**src/rtl/extract_seq_pkg.sv**
```systemverilog
// Shared types and constants for the extract_seq parser-stage sequencer.
// Latency: n/a (declarations only).
// Backpressure: n/a.
//
// The DEF_* values mirror the default module parameters; the typedefs are
// sized from them and describe the default build.
package extract_seq_pkg;

    localparam int DEF_CANDI_NUM     = 128;
    localparam int DEF_OFFSET_WIDTH  = 7;
    localparam int DEF_EXTRACT_WIDTH = 8;
    localparam int DEF_FIELD_NUM     = 8;

    localparam int IDX_WIDTH   = $clog2(DEF_FIELD_NUM);
    // Top bit of a config offset entry marks the entry as valid.
    localparam int OFF_VLD_BIT = DEF_OFFSET_WIDTH;

    typedef logic [DEF_OFFSET_WIDTH:0]    offset_t;
    typedef logic [DEF_EXTRACT_WIDTH-1:0] field_t;

    typedef enum logic [1:0] {
        IDLE  = 2'd0,
        ISSUE = 2'd1,
        DRAIN = 2'd2,
        DONE  = 2'd3
    } state_t;

endpackage

```
**src/rtl/extract_field_mux.sv**
```systemverilog
// CANDI_NUM:1 byte-extraction mux with valid-bit/range gate and output register.
// Latency: 1 cycle from i_offset to o_field.
// Backpressure: none; samples every cycle.
//
// Ports: i_clk/i_rst_n clock and async active-low reset; i_data header window
// (byte 0 in LSBs); i_offset {valid, index}; o_field registered extracted byte.
module extract_field_mux #(
    parameter int CANDI_NUM     = 128,
    parameter int OFFSET_WIDTH  = 7,
    parameter int EXTRACT_WIDTH = 8
) (
    input  logic                               i_clk,
    input  logic                               i_rst_n,
    input  logic [CANDI_NUM*EXTRACT_WIDTH-1:0] i_data,
    input  logic [OFFSET_WIDTH:0]              i_offset,
    output logic [EXTRACT_WIDTH-1:0]           o_field
);

    logic [CANDI_NUM-1:0][EXTRACT_WIDTH-1:0] win;
    logic [OFFSET_WIDTH-1:0]                 sel;
    logic                                    in_range;
    logic [EXTRACT_WIDTH-1:0]                field_nxt;

    assign win = i_data;
    assign sel = i_offset[OFFSET_WIDTH-1:0];

    // Only a window narrower than the offset space can be indexed past its end.
    generate
        if (CANDI_NUM < (1 << OFFSET_WIDTH)) begin : g_range_chk
            assign in_range = (int'(sel) < CANDI_NUM);
        end else begin : g_no_range_chk
            assign in_range = 1'b1;
        end
    endgenerate

    assign field_nxt = (i_offset[OFFSET_WIDTH] && in_range) ? win[sel] : '0;

    always_ff @(posedge i_clk or negedge i_rst_n) begin
        if (!i_rst_n) begin
            o_field <= '0;
        end else begin
            o_field <= field_nxt;
        end
    end

endmodule

```
**src/rtl/extract_seq.sv**
```systemverilog
// Walks a per-header-type offset list through one shared byte mux and packs the fields.
// Latency: request accepted at edge T -> o_out_valid at edge T+FIELD_NUM+1.
// Backpressure: o_req_ready only in IDLE; result held in DONE until i_out_ready.
//
// Ports: i_cfg_* config table write (dropped with o_cfg_err pulse while busy);
// i_req_* request handshake with header window and type; o_out_valid/i_out_ready
// result handshake with o_out_type and o_fields (field 0 in LSBs); o_busy = not IDLE.
module extract_seq
    import extract_seq_pkg::*;
#(
    parameter int CANDI_NUM     = 128,
    parameter int OFFSET_WIDTH  = 7,
    parameter int EXTRACT_WIDTH = 8,
    parameter int FIELD_NUM     = 8,
    parameter int TYPE_NUM      = 4,
    parameter int TYPE_WIDTH    = 2
) (
    input  logic                               i_clk,
    input  logic                               i_rst_n,
    input  logic                               i_cfg_wr,
    input  logic [TYPE_WIDTH-1:0]              i_cfg_type,
    input  logic [$clog2(FIELD_NUM)-1:0]       i_cfg_idx,
    input  logic [OFFSET_WIDTH:0]              i_cfg_offset,
    output logic                               o_cfg_err,
    input  logic                               i_req_valid,
    output logic                               o_req_ready,
    input  logic [TYPE_WIDTH-1:0]              i_req_type,
    input  logic [CANDI_NUM*EXTRACT_WIDTH-1:0] i_req_data,
    output logic                               o_out_valid,
    input  logic                               i_out_ready,
    output logic [TYPE_WIDTH-1:0]              o_out_type,
    output logic [FIELD_NUM*EXTRACT_WIDTH-1:0] o_fields,
    output logic                               o_busy
);

    localparam int IDX_W = $clog2(FIELD_NUM);

    state_t state_q, state_d;
    logic   accept;

    logic [CANDI_NUM*EXTRACT_WIDTH-1:0]      data_q;
    logic [TYPE_WIDTH-1:0]                   type_q;
    logic [IDX_W-1:0]                        idx_q;
    logic [IDX_W-1:0]                        idx_d_q;
    logic                                    wr_pend_q;
    logic [FIELD_NUM-1:0][EXTRACT_WIDTH-1:0] fields_q;
    logic                                    out_valid_q;
    logic                                    cfg_err_q;

    logic [OFFSET_WIDTH:0]    cfg_tbl [TYPE_NUM][FIELD_NUM];
    logic [OFFSET_WIDTH:0]    cur_offset;
    logic [EXTRACT_WIDTH-1:0] mux_field;

    // ---------------------------------------------------------------- FSM
    always_ff @(posedge i_clk or negedge i_rst_n) begin
        if (!i_rst_n) begin
            state_q <= IDLE;
        end else begin
            state_q <= state_d;
        end
    end

    always_comb begin
        state_d     = state_q;
        o_req_ready = 1'b0;
        o_busy      = 1'b1;
        accept      = 1'b0;
        case (state_q)
            IDLE: begin
                o_req_ready = 1'b1;
                o_busy      = 1'b0;
                if (i_req_valid) begin
                    accept  = 1'b1;
                    state_d = ISSUE;
                end
            end
            ISSUE: begin
                if (idx_q == IDX_W'(FIELD_NUM - 1)) begin
                    state_d = DRAIN;
                end
            end
            DRAIN: begin
                state_d = DONE;
            end
            DONE: begin
                // Exit only; a request seen here waits for IDLE.
                if (i_out_ready) begin
                    state_d = IDLE;
                end
            end
            default: begin
                state_d = IDLE;
            end
        endcase
    end

    // ---------------------------------------------------------------- config table
    always_ff @(posedge i_clk or negedge i_rst_n) begin
        if (!i_rst_n) begin
            for (int t = 0; t < TYPE_NUM; t++) begin
                for (int f = 0; f < FIELD_NUM; f++) begin
                    cfg_tbl[t][f] <= '0;
                end
            end
            cfg_err_q <= 1'b0;
        end else begin
            // The table is frozen while a request walks it, so results never mix rows.
            if (i_cfg_wr && !o_busy) begin
                cfg_tbl[i_cfg_type][i_cfg_idx] <= i_cfg_offset;
            end
            cfg_err_q <= i_cfg_wr && o_busy;
        end
    end

    assign cur_offset = cfg_tbl[type_q][idx_q];

    // ---------------------------------------------------------------- shared mux
    extract_field_mux #(
        .CANDI_NUM     (CANDI_NUM),
        .OFFSET_WIDTH  (OFFSET_WIDTH),
        .EXTRACT_WIDTH (EXTRACT_WIDTH)
    ) u_mux (
        .i_clk    (i_clk),
        .i_rst_n  (i_rst_n),
        .i_data   (data_q),
        .i_offset (cur_offset),
        .o_field  (mux_field)
    );

    // ---------------------------------------------------------------- datapath
    always_ff @(posedge i_clk or negedge i_rst_n) begin
        if (!i_rst_n) begin
            data_q      <= '0;
            type_q      <= '0;
            idx_q       <= '0;
            idx_d_q     <= '0;
            wr_pend_q   <= 1'b0;
            fields_q    <= '0;
            out_valid_q <= 1'b0;
        end else begin
            // The mux output lags its offset by a cycle, so the write slot
            // follows the issued index one cycle behind.
            wr_pend_q <= (state_q == ISSUE);
            idx_d_q   <= idx_q;

            if (accept) begin
                data_q   <= i_req_data;
                type_q   <= i_req_type;
                idx_q    <= '0;
                fields_q <= '0;
            end else if (state_q == ISSUE) begin
                idx_q <= idx_q + IDX_W'(1);
            end

            if (wr_pend_q) begin
                fields_q[idx_d_q] <= mux_field;
            end

            if (state_q == DRAIN) begin
                out_valid_q <= 1'b1;
            end else if ((state_q == DONE) && i_out_ready) begin
                out_valid_q <= 1'b0;
            end
        end
    end

    assign o_out_valid = out_valid_q;
    assign o_out_type  = type_q;
    assign o_fields    = fields_q;
    assign o_cfg_err   = cfg_err_q;

endmodule
```
**config.mk**
```make
export PLATFORM = sky130hd
export DESIGN_NAME = extract_seq
export DESIGN_NICKNAME = d
export VERILOG_FILES = /design/src/rtl/extract_seq_pkg.sv /design/src/rtl/extract_field_mux.sv /design/src/rtl/extract_seq.sv
export SDC_FILE = /design/constraint.sdc
export NUM_CORES = 2
export LEC_CHECK = 0
export CAP_MARGIN = 20
export CORE_AREA = 4 4 426 428
export DETAILED_ROUTE_END_ITERATION = 8
export DIE_AREA = 0 0 430 432
export SLEW_MARGIN = 20
export SYNTH_ARGS = -nofsm -noshare
export SYNTH_HDL_FRONTEND = slang
export SYNTH_SLANG_ARGS = --single-unit
```
**constraint.sdc**
```tcl
create_clock -name i_clk -period 3.1 [get_ports i_clk]
set_input_delay 0.93 -clock i_clk [delete_from_list [all_inputs] [get_ports i_clk]]
set_output_delay 0.93 -clock i_clk [all_outputs]
set_load 0.01 [all_outputs]
```
**Word level (Yosys, flattened, before mapping)**

Index checks and enable logic that the tools add are counted.

- Output and inout port bits: 70
- Register bits after elaboration: 1,365
- Input bits: 1,044
- Word-level logic and storage cells: 111

- Bitwise operators: 4
- Reductions and logical operators: 10
- Eq/ne operators: 7
- Magnitude comparators: 9
- Multiplexer cells: 31
- Add/sub/neg operators: 1

Operators by type and width:

| operator | count |
|---|---|
| two-way mux 64 bit | 5 |
| bitwise mux 256 bit | 1 |
| binary-select mux 64 bit (select 2 bit) | 1 |
| demux 64 bit (select 2 bit) | 1 |
| bitwise mux 64 bit | 1 |
| binary-select mux 8 bit (select 7 bit) | 1 |
| demux 8 bit (select 3 bit) | 2 |
| two-way mux 8 bit | 6 |
| binary-select mux 8 bit (select 3 bit) | 1 |
| >= comparator 4 bit (second input constant) | 2 |
| < comparator 7 x 8 -> 1 bit (second input constant) | 1 |
| inverter 3 -> 4 bit | 2 |
| one-hot mux 2 bit (4 select lines) | 1 |
| >= comparator 3 bit (second input constant) | 2 |
| logical AND 1 bit | 6 |
| two-way mux 1 bit | 6 |
| two-way mux 2 bit | 3 |
| two-way mux 3 bit | 2 |
| inequality test 2 bit (second input constant) | 3 |
| inverter 2 -> 3 bit | 2 |
| == test 2 bit (second input constant) | 2 |
| < comparator 3 x 4 -> 1 bit (second input constant) | 1 |
| < comparator 4 x 1 -> 1 bit (second input constant) | 1 |
| nonzero test 2 bit | 2 |
| other kinds (7) | 7 |

**Depth between registers and ports, before layout**

- Word-level depth: 10
- Mapped depth: 17
- Depth with buffers taken out: 10

**Hierarchy**

Synthesis repeated with hierarchy kept, for this count alone.

- Cell total of the unflattened synthesis: 3,934
- Area, all modules: 60,977.2 um^2

By module, submodules not included:

| module | seq. area each (um^2) | area each (um^2) | cells an instance | instances |
|---|---|---|---|---|
| extract_seq | 33,957.6 | 52,477.8 | 3,193 | 1 |
| extract_field_mux | 200.2 | 8,499.4 | 741 | 1 |

**Worst setup path after synthesis**

Ideal clock, no wire load.

- Path kind: reg2reg
- Start: register type_q[1] (netlist: o_out_type[1])
- End: register u_mux.o_field[6]
- Clock period less this slack: 3.364 ns
- Setup slack: -0.264 ns
- Stages on the path, launching flop included: 13
- Buffers on the path: 3
- Arrival: 3.229 ns
- Cells stage by stage: dfrtp_1 > buf_6 > mux4_2 > mux4_2 > mux2_2 > buf_6 > buf_2 > nand2_1 > nand4_1 > o211ai_1 > or4b_2 > o41ai_1 > nor4_1

- Longest elaborated chain between the ends: 10

Ends and longest elaborated chain:

| what | line | source |
|---|---|---|
| start: declaration | extract_seq.sv:42 | `logic [TYPE_WIDTH-1:0] type_q;` |
| start signal: assignment | extract_seq.sv:148 | `type_q <= i_req_type;` |
| inverter 2 -> 3 bit (implied by the code) (*) | extract_seq.sv:115 | `assign cur_offset = cfg_tbl[type_q][idx_q];` |
| binary-select mux 64 bit (select 2 bit) (*) | extract_seq.sv:115 |  |
| two-way mux 64 bit (implied by the code) (*) (2 in a row) | extract_seq.sv:115 |  |
| binary-select mux 8 bit (select 3 bit) (*) | extract_seq.sv:115 |  |
| two-way mux 8 bit (implied by the code) (*) (2 in a row) | extract_seq.sv:115 |  |
| binary-select mux 8 bit (select 7 bit) | extract_field_mux.sv:36 | `assign field_nxt = (i_offset[OFFSET_WIDTH] && in_range) ? win[sel] : '0;` |
| two-way mux 8 bit (implied by the code) | extract_field_mux.sv:36 |  |
| two-way mux 8 bit (*) | extract_field_mux.sv:36 |  |
| net u_mux.field_nxt[6] | extract_field_mux.sv:22 | `logic [EXTRACT_WIDTH-1:0] field_nxt;` |
| end signal: assignment | extract_field_mux.sv:42 | `o_field <= field_nxt;` |
| end: declaration | extract_field_mux.sv:16 | `output logic [EXTRACT_WIDTH-1:0] o_field` |

Mark *: on every way through the listed nets, which the timed path passes. The rest lies on a longest branch. The select of a mux whose other input is x is not followed.
A chain may end at the register's enable or synchronous reset.

**Final worst setup path**

Same ends and word-level chain as after synthesis.

==> metrics.txt <==
async set or reset register ratio after synthesis 1.00; die area 0.186 mm^2; Synth area leaders dfrtp_1 (54%), nand2_1 (24%), mux2_2 (4.7%); Max Clk Rate 255 MHz; hpwl dp 230 mm; Clock Latency Late Sink 830 ps; area leader, netlist dfrtp_1; Setup crit end kind register; Starting Density 0.355; first-pass GRT wire length 421 mm; Critical Path AT 4620 ps; vias in the first global route 60400; Final setup viols 8; CTS tree built; IO buf count 1113; slowest stage delay, CP 630 ps; final-report hold violation count 0; commonest cells after routing, fill and taps aside nand2_1 (4105), dfrtp_1 (1363), clkdlybuf4s50_1 (1108); Seq/Total Area, Yosys 0.541; Max Root-Sink Buffers 3; skew final 40.5 ps; drt pass-1 iters 6; Lkg Pwr 43.2 nW; Post-Layout Cell Count 11400; dpl cells 11000; CP Class reg2reg; violated checks setup timing; fin nets 9950; WP buf/inv 3; Congestion Overflow GR 0; Slew headroom 0.326; Crit Path Max Fanout 21; commonest non-fill, non-tap cell in the layout nand2_1; crit path time final 3930 ps; I/O pins 1114; Cell Area, Synth 0.0631 mm^2; crit start category register; Die W 430 um; status complete, but fails checks; drt drc 0; fin crit share 1.27; RSZ-0062 raised after global routing yes; vias per inst 5.27; H-Tree Depth 4; Worst VDD drop 715 uV; wire per inst 26.2 um; Max Cap Violations 0; vias 60100; Yosys top cell area share 0.541; RePlAce Congestion 1.00; Final WS setup -825 ps; DP Worst Slack -1450 ps; pwr/cell area 1220 mW/mm^2; top flip-flop cell by instance count after synthesis dfrtp_1; pin count of the biggest net entering global routing 132; Tot GR Track Use 0.310; clock sink total 1365; CTS root buffer clkbuf_16; initial antenna violation count 41; Synth-to-Final Area Change 40.6%; FP Rows 155; Hold WC Path Type reg2reg; crit-path cells buf_6 -> mux4_2 -> mux4_2 -> mux2_8 -> buf_12 -> buf_12 -> nand2_1 -> and3_1 -> a31oi_2 -> o21ai_2 -> o211ai_1 -> o41ai_4 -> nor4_2; Distinct cells, synth 66; Slew Limit Fails 0; YS warnings 0; Avg Inst Size Synth 8.51 um^2; Post-Syn Instances 7412; antenna-violating nets left 0; Vert. Die Dim 432 um; #FFs+latches synth 1365; Post-Synthesis Net Count 8462; drt total wl 298 mm; cell family with most CP delay multiplexers; Starting DRT DRC Count 6128; ratio of cells with drive above 1 in the final layout 0.157; slowest cell on the critical path o41ai_4; Worst-path clk slew 60 ps; Core Area 0.178 mm^2; data required time of the critical path 3790 ps; Post-synth EDFFs 0; worst slew pin tran 1010 ps; CTS Buf Count 153
[per-stage QoR]
stage	util	power [mW]	TNS, ps	hold slack, ps	instance area (um^2)
after floorplan	-	54.8	-1110	427	63400
after global placement	0.458	82.6	-9350	454	81400
after detailed placement	0.458	83.1	-9310	458	81400
after CTS	0.495	106	-5790	474	88000
after global routing	0.499	114	-6470	486	88700
final	0.499	108	-5980	469	88700
[tightest hold or removal path, cell delays in order (launching register included)]
cell and delay, ps:
dfrtp_1 340, nand2_1 50, nand2_1 50
[metal layers]
layer	part of all wire	track usage	vias to the layer above	wire length (um)
met1	0.38	0.383	29800	115000
met2	0.48	0.505	2774	142000
met3	0.077	0.0651	628	22800
li1	-	-	26900	-
met5	0.00015	0	-	46
met4	0.063	0.180	8	18700
[cell usage after synthesis, drive strengths merged (8+ instances only)]
cell type	instances
dfrtp	1365
a22oi	23
nand2	4108
and2	8
and3	135
a31oi	89
nor2	59
o31ai	8
nor4	15
mux4	32
nand3	208
a311oi	18
mux2i	172
a311o	8
buf	161
clkbuf	329
mux2	263
a211oi	34
nor3	30
o22ai	32
nand4	55
o21ai	78
a21oi	55
inv	8
[what timing repair did]
item | in CTS | in global routing
hold buffers | 1 | 0
endpoints found under the hold margin | 5 | 0
buffers inserted | 26 | 17
gates resized for setup | 202 | 71
endpoints found under the setup margin | 12 | 8
pin swaps | 39 | 27
cloned | 11 | 7
[path summary, 6_finish.rpt]
check                         startpoint          endpoint  slack [ps]  depth (start not counted)
hold / removal               data_q[156]       data_q[156]         470                          2
setup / recovery           o_out_type[1]  u_mux.o_field[6]        -830                         13
hold reg to reg              data_q[156]       data_q[156]         470                          2
setup reg to reg           o_out_type[1]  u_mux.o_field[6]        -830                         13
max in group asynchronous        i_rst_n       data_q[556]        1280                          3
min in group asynchronous        i_rst_n       data_q[115]         680                          2
[state kept, by name, indices dropped and copies added (netlist names), 2 cells and up]
name	count
idx_d_q	3
o_fields	64
u_mux.o_field	8
data_q	1024
idx_q	3
state_q	2
cfg_tbl	256
o_out_type	2
[cell type report]
class	instances	area, um^2
fillers	16700	89100
multi-input cells	5549	27900
flip-flops and latches	1365	34200
well taps	2355	2950
repair buffers	1823	18600
inverters	8	30.0
diodes	33	82.6
clock inverters	49	538
clock buffers	217	4460
[power breakdown]
part	leakage (nW)	internal, mW	switching [mW]
Clock	2.47	10.7	7.81
Sequential	17.3	25.3	4.93
Combinational	23.4	24.6	35.1
[kinds of logic after synthesis]
| kind of cell | synth area share |
|---|---|
| muxes | 0.0858 |
| and+or+nand+nor | 0.294 |
| xor gates and xnor gates | 0.000139 |
| adders and majority gates | 0.00119 |
| buffers and inverters | 0.0348 |
| AOI/OAI and AO/OA | 0.0426 |
| DFF | 0.541 |
Power figures use the tool's default switching activity.
